**config.mk**
```make
export PLATFORM = sky130hd
export DESIGN_NAME = scancode_display_flat
export DESIGN_NICKNAME = d
export VERILOG_FILES = /design/src/rtl/scancode_display_pkg.sv /design/src/rtl/scancode_display_if.sv /design/src/rtl/scancode_display_hex7seg.sv /design/src/rtl/scancode_display.sv /design/src/flat_wrapper.sv
export SDC_FILE = /design/constraint.sdc
export NUM_CORES = 1
export LEC_CHECK = 0
export ABC_AREA = 1
export BUFFER_PORTS_ARGS = -buffer_cell sky130_fd_sc_hd__buf_2
export CAP_MARGIN = 40
export CORE_MARGIN = 2
export CORE_UTILIZATION = 30
export DETAILED_ROUTE_END_ITERATION = 8
export GPL_TIMING_DRIVEN = 1
export PLACE_DENSITY = 0.49
export SETUP_SLACK_MARGIN = 0.4
export SYNTH_ARGS = -nofsm -noshare
export SYNTH_HDL_FRONTEND = slang
export SYNTH_HIERARCHICAL = 1
export SYNTH_SLANG_ARGS = --single-unit
```
**constraint.sdc**
```tcl
create_clock -name FPGA_clock -period 2.27 [get_ports FPGA_clock]
set_input_delay 0.227 -clock FPGA_clock [delete_from_list [all_inputs] [get_ports FPGA_clock]]
set_output_delay 0.227 -clock FPGA_clock [all_outputs]
set_load 0.01 [all_outputs]
```
**src/rtl/scancode_display_pkg.sv**
```systemverilog
// Shared definitions for the scancode display: hex glyph table, break code and break FSM states.
package scancode_pkg;

  localparam logic [7:0] BREAK_CODE = 8'hF0;

  // Active-low glyphs, bit 0 = segment a ... bit 6 = segment g; "b" and "d" are lower-case.
  localparam logic [6:0] SEG_TABLE [16] = '{
    7'b1000000, 7'b1111001, 7'b0100100, 7'b0110000,
    7'b0011001, 7'b0010010, 7'b0000010, 7'b1111000,
    7'b0000000, 7'b0010000, 7'b0001000, 7'b0000011,
    7'b1000110, 7'b0100001, 7'b0000110, 7'b0001110
  };

  typedef enum logic {
    S_IDLE,
    S_BREAK
  } brk_state_t;

endpackage

```
**src/rtl/scancode_display_if.sv**
```systemverilog
// Byte-input and display-output bundle of the scancode display.
interface scancode_display_if #(
  parameter int ND = 4
);
  logic          data_valid;
  logic [7:0]    data_in;
  logic          clear;
  logic [6:0]    seg;
  logic [ND-1:0] an;
  logic [7:0]    byte_count;

  modport master (
    output data_valid, data_in, clear,
    input  seg, an, byte_count
  );

  modport slave (
    input  data_valid, data_in, clear,
    output seg, an, byte_count
  );
endinterface

```
**src/rtl/scancode_display_hex7seg.sv**
```systemverilog
// Combinational hex digit to active-low seven-segment decoder.
module hex7seg
  import scancode_pkg::*;
(
  input  logic [3:0] i_hex,
  output logic [6:0] o_seg
);
  assign o_seg = SEG_TABLE[i_hex];
endmodule

```
**src/rtl/scancode_display.sv**
```systemverilog
// Keeps the last NBYTES scancode bytes and scans them as hex onto a multiplexed 7-segment display.
// Define SCANCODE_BREAK_FILTER_EN to drop 0xF0 break prefixes and the byte that follows each one.
module scancode_display
  import scancode_pkg::*;
#(
  parameter int NBYTES   = 2,
  parameter int SCAN_DIV = 50000
) (
  input logic              FPGA_clock,
  input logic              rst,
  scancode_display_if.slave bus
);

  localparam int ND = 2 * NBYTES;
  localparam int HW = NBYTES * 8;
  localparam int PW = (SCAN_DIV > 2) ? $clog2(SCAN_DIV) : 1;
  localparam int DW = $clog2(ND);

  logic [HW-1:0] r_hist;
  logic [7:0]    r_count;
  logic [PW-1:0] r_prescale;
  logic [DW-1:0] r_digit;
  logic [6:0]    r_seg;
  logic [ND-1:0] r_an;

  logic          w_store;
  logic          w_terminal;
  logic [DW-1:0] w_digitNext;
  logic [HW-1:0] w_histShifted;
  logic [HW-1:0] w_histDigit;
  logic [6:0]    w_glyph;

`ifdef SCANCODE_BREAK_FILTER_EN
  brk_state_t r_state;
  brk_state_t w_stateNext;

  always_ff @(posedge FPGA_clock or posedge rst) begin
    if (rst) begin
      r_state <= S_IDLE;
    end else if (bus.clear) begin
      r_state <= S_IDLE;
    end else begin
      r_state <= w_stateNext;
    end
  end

  // A 0xF0 arms the filter; the first non-0xF0 byte after it is swallowed and disarms it.
  always_comb begin
    w_stateNext = r_state;
    w_store     = 1'b0;
    if (bus.data_valid) begin
      case (r_state)
        S_IDLE: begin
          if (bus.data_in == BREAK_CODE) begin
            w_stateNext = S_BREAK;
          end else begin
            w_store = 1'b1;
          end
        end
        S_BREAK: begin
          if (bus.data_in != BREAK_CODE) begin
            w_stateNext = S_IDLE;
          end
        end
        default: w_stateNext = S_IDLE;
      endcase
    end
  end
`else
  assign w_store = bus.data_valid;
`endif

  assign w_histShifted = (r_hist << 8) | HW'(bus.data_in);

  always_ff @(posedge FPGA_clock or posedge rst) begin
    if (rst) begin
      r_hist  <= '0;
      r_count <= '0;
    end else if (bus.clear) begin
      r_hist  <= '0;
      r_count <= '0;
    end else if (w_store) begin
      r_hist <= w_histShifted;
      if (r_count != 8'hFF) begin
        r_count <= r_count + 8'd1;
      end
    end
  end

  assign w_terminal  = (r_prescale == PW'(SCAN_DIV - 1));
  assign w_digitNext = !w_terminal ? r_digit :
                       (r_digit == DW'(ND - 1)) ? '0 : r_digit + 1'b1;

  always_ff @(posedge FPGA_clock or posedge rst) begin
    if (rst) begin
      r_prescale <= '0;
      r_digit    <= '0;
    end else begin
      r_prescale <= w_terminal ? '0 : r_prescale + 1'b1;
      r_digit    <= w_digitNext;
    end
  end

  // seg and an both load from w_digitNext so the glyph and its enable always change on the same edge.
  assign w_histDigit = r_hist >> {w_digitNext, 2'b00};

  hex7seg u_hex7seg (
    .i_hex (w_histDigit[3:0]),
    .o_seg (w_glyph)
  );

  always_ff @(posedge FPGA_clock or posedge rst) begin
    if (rst) begin
      r_seg <= SEG_TABLE[0];
      r_an  <= ~ND'(1);
    end else begin
      r_seg <= w_glyph;
      r_an  <= ~(ND'(1) << w_digitNext);
    end
  end

  assign bus.seg        = r_seg;
  assign bus.an         = r_an;
  assign bus.byte_count = r_count;

endmodule

```
**src/flat_wrapper.sv**
```systemverilog
// flat-port wrapper written by rule: the top's interface ports become plain ports
module scancode_display_flat import scancode_pkg::*;
#(
  parameter int NBYTES   = 2,
  parameter int SCAN_DIV = 50000
)
  (FPGA_clock, rst, bus_data_valid, bus_data_in, bus_clear, bus_seg, bus_an, bus_byte_count);
  scancode_display_if #(.ND((2 * NBYTES))) bus_i ();
  input logic FPGA_clock;
  input logic rst;
  input wire logic [$bits(bus_i.data_valid)-1:0] bus_data_valid;
  input wire logic [$bits(bus_i.data_in)-1:0] bus_data_in;
  input wire logic [$bits(bus_i.clear)-1:0] bus_clear;
  output wire logic [$bits(bus_i.seg)-1:0] bus_seg;
  output wire logic [$bits(bus_i.an)-1:0] bus_an;
  output wire logic [$bits(bus_i.byte_count)-1:0] bus_byte_count;
  assign bus_i.data_valid = bus_data_valid;
  assign bus_i.data_in = bus_data_in;
  assign bus_i.clear = bus_clear;
  assign bus_seg = bus_i.seg;
  assign bus_an = bus_i.an;
  assign bus_byte_count = bus_i.byte_count;
  scancode_display #(.NBYTES(NBYTES), .SCAN_DIV(SCAN_DIV)) u_core (.FPGA_clock(FPGA_clock), .rst(rst), .bus(bus_i));
endmodule
```
Word-level counts from Yosys, hierarchy flattened:

Memory sizes are Yosys's and may differ from the RTL's. A register that Yosys moved wholly into a read port is not among the register bits.
Cells that the tools add are included.

* register bits: 46
* ROM bits: 112
* bits of input ports: 12
* output and inout bits: 19
* logic and storage cells: 28
* memories kept: 1

* add/subtract/negate cells: 3
* equality and inequality tests: 3
* shift operators: 2
* muxes and demuxes: 8
* bitwise logic cells: 3
* reductions and logical operators: 3

Memories
* (name not given): words 16, bits a word 7, rd ports 1, clocked after memory_dff 1, wr ports 0, line scancode_display_hex7seg.sv:8 `assign o_seg = SEG_TABLE[i_hex];`

Operator list (number)
* 2-to-1 mux 16 bit: 3
* 2-to-1 mux 8 bit: 3
* adder 16 x 1 -> 16 bit (second input constant): 1
* equality test 16 bit (second input constant): 1
* OR 16 x 8 -> 16 bit: 1
* >> shifter 16 x 4 -> 4 bit: 1
* adder 8 x 1 -> 8 bit (second input constant): 1
* != test 8 bit (second input constant): 1
* inverter 4 -> 5 bit: 1
* 2-to-1 mux 2 bit: 2
* inverter 4 bit: 1
* nonzero test 2 bit: 2
* << shifter 1 x 2 -> 4 bit (first input constant): 1
* adder 2 x 1 -> 2 bit (second input constant): 1
* equality test 2 bit (second input constant): 1
* AND reduction 2 bit: 1

Depth between registers and ports, before layout:

Gate-level depths: netlist (run 1).

* depth after elaboration: 5
* depth in mapped cells: 16
* gate-level depth less buffers: 16

By module:

Netlist (run 1), hierarchy kept.

Modules (own cells, without submodules)
* scancode_display: times used 1, cells each 293, area an instance 2547.4 um2, seq. area each 1331.3 um2
* hex7seg: times used 1, cells each 49, area an instance 274.0 um2, seq. area each 0.0 um2

Least setup slack after synthesis (run 1):

Ideal clock, no wire load.

* path type: register -> register
* start point: register u_core.r_prescale[0]
* end point: register u_core.r_seg[3] (netlist: u_core/bus.seg[3])
* library setup time: 0.117 ns
* arrival: 1.919 ns
* required time: 2.153 ns
* slack: 0.235 ns
* stages on the path, launching flop included: 15
* buffers on the path: 0
* period minus slack after synthesis: 2.035 ns
* cell sequence: dfrtp_1 -> ha_1 -> nand3_4 -> nor2_2 -> nand2_2 -> nand2_2 -> nand3_1 -> nand2_1 -> nand2_1 -> nand2_1 -> inv_1 -> ha_1 -> nand2_1 -> nand3_1 -> nand2_1

* cells in the longest elaborated chain, start to end: 4

RTL lines
* start, declared: line scancode_display.sv:21 `logic [PW-1:0] r_prescale;`
* start signal, assigned: line scancode_display.sv:99 `r_prescale <= w_terminal ? '0 : r_prescale + 1'b1;`
* equality test 16 bit: line scancode_display.sv:90 `assign w_terminal = (r_prescale == PW'(SCAN_DIV - 1));`
* 2-to-1 mux 2 bit: line scancode_display.sv:91 `assign w_digitNext = !w_terminal ? r_digit :`
* >> shifter 16 x 4 -> 4 bit: line scancode_display.sv:105 `assign w_histDigit = r_hist >> {w_digitNext, 2'b00};`
* via u_core.w_histDigit[1]: line scancode_display.sv:30 `logic [HW-1:0] w_histDigit;`
* inverter 4 -> 5 bit (implied by the code): line scancode_display_hex7seg.sv:8
* end, declared: line scancode_display.sv:23 `logic [6:0] r_seg;`

The timed path passes the listed nets, and every way through them passes these cells.
A chain may end at the register's enable or synchronous reset.

Worst setup path after layout (run 1):

* start point: register u_core.r_prescale[13]
* end point: register u_core.r_seg[3] (netlist: u_core/bus.seg[3])

The elaborated chain is that of the path after synthesis.

==> metrics.cfg, run 1 <==
[status]
status = complete, no violations

[synthesis]
synth_cell_types = 29
avgSynthCellArea_um2 = 8.25
synthMuxAreaShare_pct = 0
async_reset_ff_share_pct = 100
synth-main-ff-cell = dfrtp_1
synth_compound_area_share_pct = 5.85
ys_warn_count = 6
ys_seq_elements = 53
ys_seq_area_share_pct = 47.2
synth-edff-count = 0
synthXorXnorAreaFrac_pct = 3.73
synth_top_family_by_area = simple AND/OR/NAND/NOR gates
syn-cell-area_mm2 = 0.00282
synthAdderAreaFrac_pct = 4.43
synth_simple_gate_area_share_pct = 31.1
synth_nets = 364
syn_inst = 342

[sta]
tightest_slew_ns = 0.458
finalSetupViolations = 0
final-max-slew-violation-count = 0
whs_ns = 0.149
worst_clock_skew_ns = 0.00395
rsz0062_at_grt = true
max_freq_mhz = 500
timing.final.ws_setup_ns = 0.270
final.setup.tns_ns = 0
fin_crit_sh_pct = 88.1
relSlewSlack_pct = 69.5
hold_violations = 0
period_needed_ns = 2.00

[final_layout]
layout_commonest_cell = nand2_1
drive_above_1_share_pct = 34.5
final_util_pct = 39.4
syn_to_final_growth_pct = 28.4
multi_input_area_mm2 = 0.00147
final_cell_mix = 71 x nand2_1, 46 x dfrtp_1, 39 x nand3_1
num-fill-cells = 958
diodes = 0
layout.nets = 430
final-seq-area_mm2 = 0.00134

[cts]
numCtsBuffers = 5
clk_pin_slew_ns = 0.10
clock_latency_ns = 0.31
cts_tree = yes
htree_levels = 2
cts_sinks = 53
clockBufferDepth = 2
root_buffer = clkbuf_8

[place]
dp.final_hpwl_um = 4320
gp_congestion = 0.873
post-place-ws_ns = 0.187
port_buffers = 30

[route]
routedWlPerCell_um = 12.1
routed_wl_um = 6310
postRouteAntennaNets = 0
viasPerCell = 4.67
drc_errors = 0
num_vias = 2427
drt_first_iter_violations = 73
first_pass_iters = 4

[power_and_ir_drop]
leakagePower_nw = 1.90
sw_frac_of_total_pct = 26.2
powerDensity_mw_per_mm2 = 474
seqPwrFrac_pct = 57.9
ir_drop_mv = 0.271
combPwrFrac_pct = 11.1
total_power_mw = 1.72
p_sw_uw = 450
clockPowerShare_pct = 31.0
internal_power_mw = 1.27

[setup_path]
end_kind = register
crit_required_ns = 2.48
arrival_ns = 2.21
path_class = register to register
cp_max_fo = 5
crit_path_start_kind = register

[grt]
grt_max_degree = 23
first_global_vias = 2319
track_usage_pct = 12.9
grt_pass1_wl_um = 10700
grt_antenna_before_repair = 0
overflow = 0

[worst_hold_path]
hold_path_class = primary input to register

[die]
rows = 35
core_mm2 = 0.00920
ios = 31
die_x_um = 101
die_h_um = 101
initial_utilization_pct = 30.7
dieArea_mm2 = 0.0102

[job]
drv_cap = 0

==> cells by family (layout without fill, tap and decap cells) <==
group	after synthesis	after routing
and+or+nand+nor	185	186
DFF	53	53
buffers and inverters	52	118
AOI/OAI and AO/OA	30	30
xor gates and xnor gates	12	12
adders and majority gates	10	10
==> layout make-up <==
cell class                      count  area share, %
Clock inverter                      1          0.207
Clock buffer                        7           2.11
Sequential cell                    53           36.8
Multi-Input combinational cell    238           40.6
Tap cell                          111           3.83
Timing Repair Buffer               64           11.4
Inverter                           46           5.04
==> synth_stat cells (3+ instances only) <==
cell type	n	area, um^2
ha_1	10	125
nand2_2	9	56.3
nand2_1	87	327
dfrtp_1	49	1230
nor2_4	3	33.8
o21ai_0	22	110
buf_2	3	15.0
a21oi_1	3	15.0
inv_1	41	154
nor2_2	3	18.8
xor2_1	10	87.6
nor2_1	25	93.8
o21ai_1	3	15.0
nand3_1	45	225
inv_2	4	15.0
dfstp_2	4	105
nand4_1	4	25.0
==> stage by stage <==
stage / cells / area (um^2)
3_5_place_dp: 482 / 3150
5_1_grt: 520 / 3620
6_report: 520 / 3620
2_1_floorplan: 342 / 2870
3_3_place_gp: 482 / 3150
4_1_cts: 505 / 3450
==> power by group through the flow <==
stage	logic (mW)	clock network, mW	registers, mW
final	0.191	0.533	0.993
after global routing	0.218	0.600	0.997
after global placement	0.170	0	1.01
after detailed placement	0.172	0	1.01
after floorplan	0.103	0	1.02
after CTS	0.190	0.560	0.993
==> state kept, by name, indices dropped and copies added, names as in the netlist <==
name	cells
u_core/bus.an	4
u_core/r_digit	2
u_core/bus.byte_count	8
u_core/r_hist	16
u_core/bus.seg	7
u_core/r_prescale	16
==> layer usage <==
layer | global-route usage [%] | part of all wire [%]
met5 | 0 | 0
met4 | 3.64 | 0.97
met3 | 2.36 | 3.3
met2 | 19.9 | 45
met1 | 18.6 | 51
==> worst max-delay path, stage by stage, from the launching register on <==
cell,delay (ns)
dfrtp_1,0.41
nor2_1,0.12
nand2_2,0.14
nor2_8,0.17
nand2_4,0.09
o21ai_4,0.26
nand2_2,0.10
nand2_4,0.11
inv_4,0.06
ha_1,0.19
nand2_1,0.09
nand2_1,0.05
nand2_1,0.06
nand2_1,0.05
==> what timing repair did <==
item / 4_1_cts / 5_1_grt
resized for setup: 30 / 15
hold buffers: 1 / 0
endpoints found under the hold margin: 20 / 0
setup buffers: 14 / 14
pin swaps: 10 / 13
setup endpoints to repair: 7 / 8
gates cloned: 0 / 1
==> worst paths after layout <==
kind	slack [ns]	startpoint	depth (start not counted)	to
max	0.27	u_core/r_prescale[13]$_DFF_PP0_	13	u_core/bus.seg[3]$_DFF_PP0_
min in group asynchronous	0.47	rst	3	u_core/bus.byte_count[7]$_DFFE_PP0P_
min	0.15	bus_data_in[6]	3	u_core/r_hist[6]$_DFFE_PP0P_
max in group asynchronous	1.12	rst	4	u_core/bus.seg[6]$_DFF_PP1_
max reg2reg	0.27	u_core/r_prescale[13]$_DFF_PP0_	13	u_core/bus.seg[3]$_DFF_PP0_
min reg2reg	0.50	u_core/r_hist[10]$_DFFE_PP0P_	2	u_core/r_hist[10]$_DFFE_PP0P_
No activity file was read; power rests on OpenSTA's default activity.
==> inputs of run 2 (changes only) <==
--- a/config.mk
+++ b/config.mk
@@ -13,6 +13,7 @@
 export DETAILED_ROUTE_END_ITERATION = 8
 export GPL_TIMING_DRIVEN = 1
 export PLACE_DENSITY = 0.49
+export REMOVE_ABC_BUFFERS = 1
 export SETUP_SLACK_MARGIN = 0.4
 export SYNTH_ARGS = -nofsm -noshare
 export SYNTH_HDL_FRONTEND = slang
==> metrics.cfg, run 2 (synthesis results as in run 1) <==
[place]
gp_congestion = 0.824
port_buffers = 30
dp.final_hpwl_um = 4230
place_inst = 486

[sta]
finalSetupViolations = 0
max_freq_mhz = 483
period_needed_ns = 2.07
whs_ns = 0.144
tightest_slew_ns = 0.545
relSlewSlack_pct = 63.6
final.setup.tns_ns = 0
hold_violations = 0
worst_clock_skew_ns = 0.00841
fin_crit_sh_pct = 91.3
rsz0062_at_grt = true
final-max-slew-violation-count = 0

[final_layout]
final_cell_mix = 74 x nand2_1, 47 x dfrtp_1, 43 x nand3_1
final_cells = 518
drive_above_1_share_pct = 33.2
num-fill-cells = 922
layout.nets = 428
layout_commonest_cell = nand2_1
diodes = 0
syn_to_final_growth_pct = 31.4

[die]
ios = 31
die_x_um = 101
initial_utilization_pct = 30.7
rows = 35
dieArea_mm2 = 0.0102
core_mm2 = 0.00920
die_h_um = 101

[setup_path]
path_cells = ha_4, nand3_4, nor2_4, nand2_4, o21ai_4, inv_4, nand2_4, nand2_4, buf_6, ha_4, nand2_4, nand2_2, nand2_1, nand2_1
arrival_ns = 2.27
end_kind = register
path_class = register to register
cpMostUsedCell = nand2_4
critPathBufInv = 2
crit_path_start_kind = register
cp_top_family = simple AND/OR/NAND/NOR gates
slowest_stage = dfrtp_1
critPathMaxStageDelay_ns = 0.40
crit_required_ns = 2.47
cp_max_fo = 6

[grt]
first_global_vias = 2289
overflow = 0
track_usage_pct = 12.5
grt_pass1_wl_um = 10400
grt_max_degree = 30
grt_antenna_before_repair = 0

[route]
num_vias = 2314
drc_errors = 0
routed_wl_um = 6120
first_pass_iters = 4
postRouteAntennaNets = 0
routedWlPerCell_um = 11.8
drt-met1-wl_um = 2950
wl_met2_um = 2830
viasPerCell = 4.47
drt_first_iter_violations = 70
dr.max_layer_used = met4
met3_length_um = 285

[cts]
cts_tree = yes
clockBufferDepth = 2
clk_pin_slew_ns = 0.10
cts_sinks = 53
numCtsBuffers = 5
htree_levels = 2
clock_latency_ns = 0.31
root_buffer = clkbuf_8

[power_and_ir_drop]
ir_drop_mv = 0.252
powerDensity_mw_per_mm2 = 530
leakagePower_nw = 1.93

[status]
status = complete, no violations

[worst_hold_path]
hold_path_class = primary input to register

[job]
drv_cap = 0

-- run 2: cell count changes in the layout (fill, tap and decap cells not counted), moves of 3 or more --
cell,delta
nand2_1,+3
buf_4,-4
nand3_1,+4
ha_4,+3
nand2_2,-3
nand3_2,-5
-- run 2: stage by stage --
| step | setup WS [ns] | cell area, um^2 | utilization (%) | total power, mW |
|---|---|---|---|---|
| 2_1_floorplan | 0.221 | 2780 | - | 1.11 |
| 3_3_place_gp | 0.103 | 3150 | 34.2 | 1.18 |
| 3_5_place_dp | 0.0359 | 3150 | 34.2 | 1.18 |
| 4_1_cts | 0.238 | 3480 | 37.9 | 1.96 |
| 5_1_grt | 0.0931 | 3710 | 40.3 | 2.06 |
| 6_report | 0.198 | 3710 | 40.3 | 1.96 |
-- run 2: worst register-to-register path, cell delays in order, from the launching register on --
cell,delay [ns]
dfrtp_1,0.40
ha_4,0.17
nand3_4,0.10
nor2_4,0.19
nand2_4,0.12
o21ai_4,0.24
inv_4,0.10
nand2_4,0.09
nand2_4,0.08
buf_6,0.14
ha_4,0.16
nand2_4,0.06
nand2_2,0.04
nand2_1,0.05
nand2_1,0.05
-- run 2: worst paths after layout --
kind | slack (ns) | cells past startpoint | endpoint | start
max in group asynchronous | 1.23 | 4 | u_core/r_hist[15]$_DFFE_PP0P_ | rst
min in group asynchronous | 0.50 | 3 | u_core/r_prescale[5]$_DFF_PP0_ | rst
min | 0.14 | 3 | u_core/r_hist[5]$_DFFE_PP0P_ | bus_data_in[5]
max | 0.20 | 14 | u_core/bus.seg[3]$_DFF_PP0_ | u_core/r_prescale[0]$_DFF_PP0_
max reg2reg | 0.20 | 14 | u_core/bus.seg[3]$_DFF_PP0_ | u_core/r_prescale[0]$_DFF_PP0_
min reg2reg | 0.50 | 2 | u_core/r_hist[15]$_DFFE_PP0P_ | u_core/r_hist[15]$_DFFE_PP0P_
-- run 2: power breakdown --
part,switching (mW),internal (mW)
Combinational,0.126,0.0816
Clock,0.320,0.444
Sequential,0.0171,0.976
-- run 2: repair_timing --
item / in CTS / in global routing
pin swaps: 11 / 18
gates resized for setup: 31 / 30
endpoints found under the hold margin: 20 / 0
setup endpoints to repair: 7 / 8
setup buffers: 12 / 11
hold buffers: 1 / 0
-- run 2: layer usage --
layer  track usage, %  vias to the layer above
met5                0                        -
met4             3.43                        0
li1                 -                     1212
met1             17.1                     1052
met2             19.8                       44
met3             2.98                        6
-- run 2: layout make-up --
class | count | area (um^2) | share of cell area (%)
repair buffers | 63 | 424 | 11.4
clock buffers | 5 | 68.8 | 1.86
well taps | 111 | 139 | 3.75
multi-input cells | 237 | 1480 | 40.0
inverters | 46 | 190 | 5.13
clock inverters | 3 | 68.8 | 1.86
flip-flops and latches | 53 | 1330 | 36.0
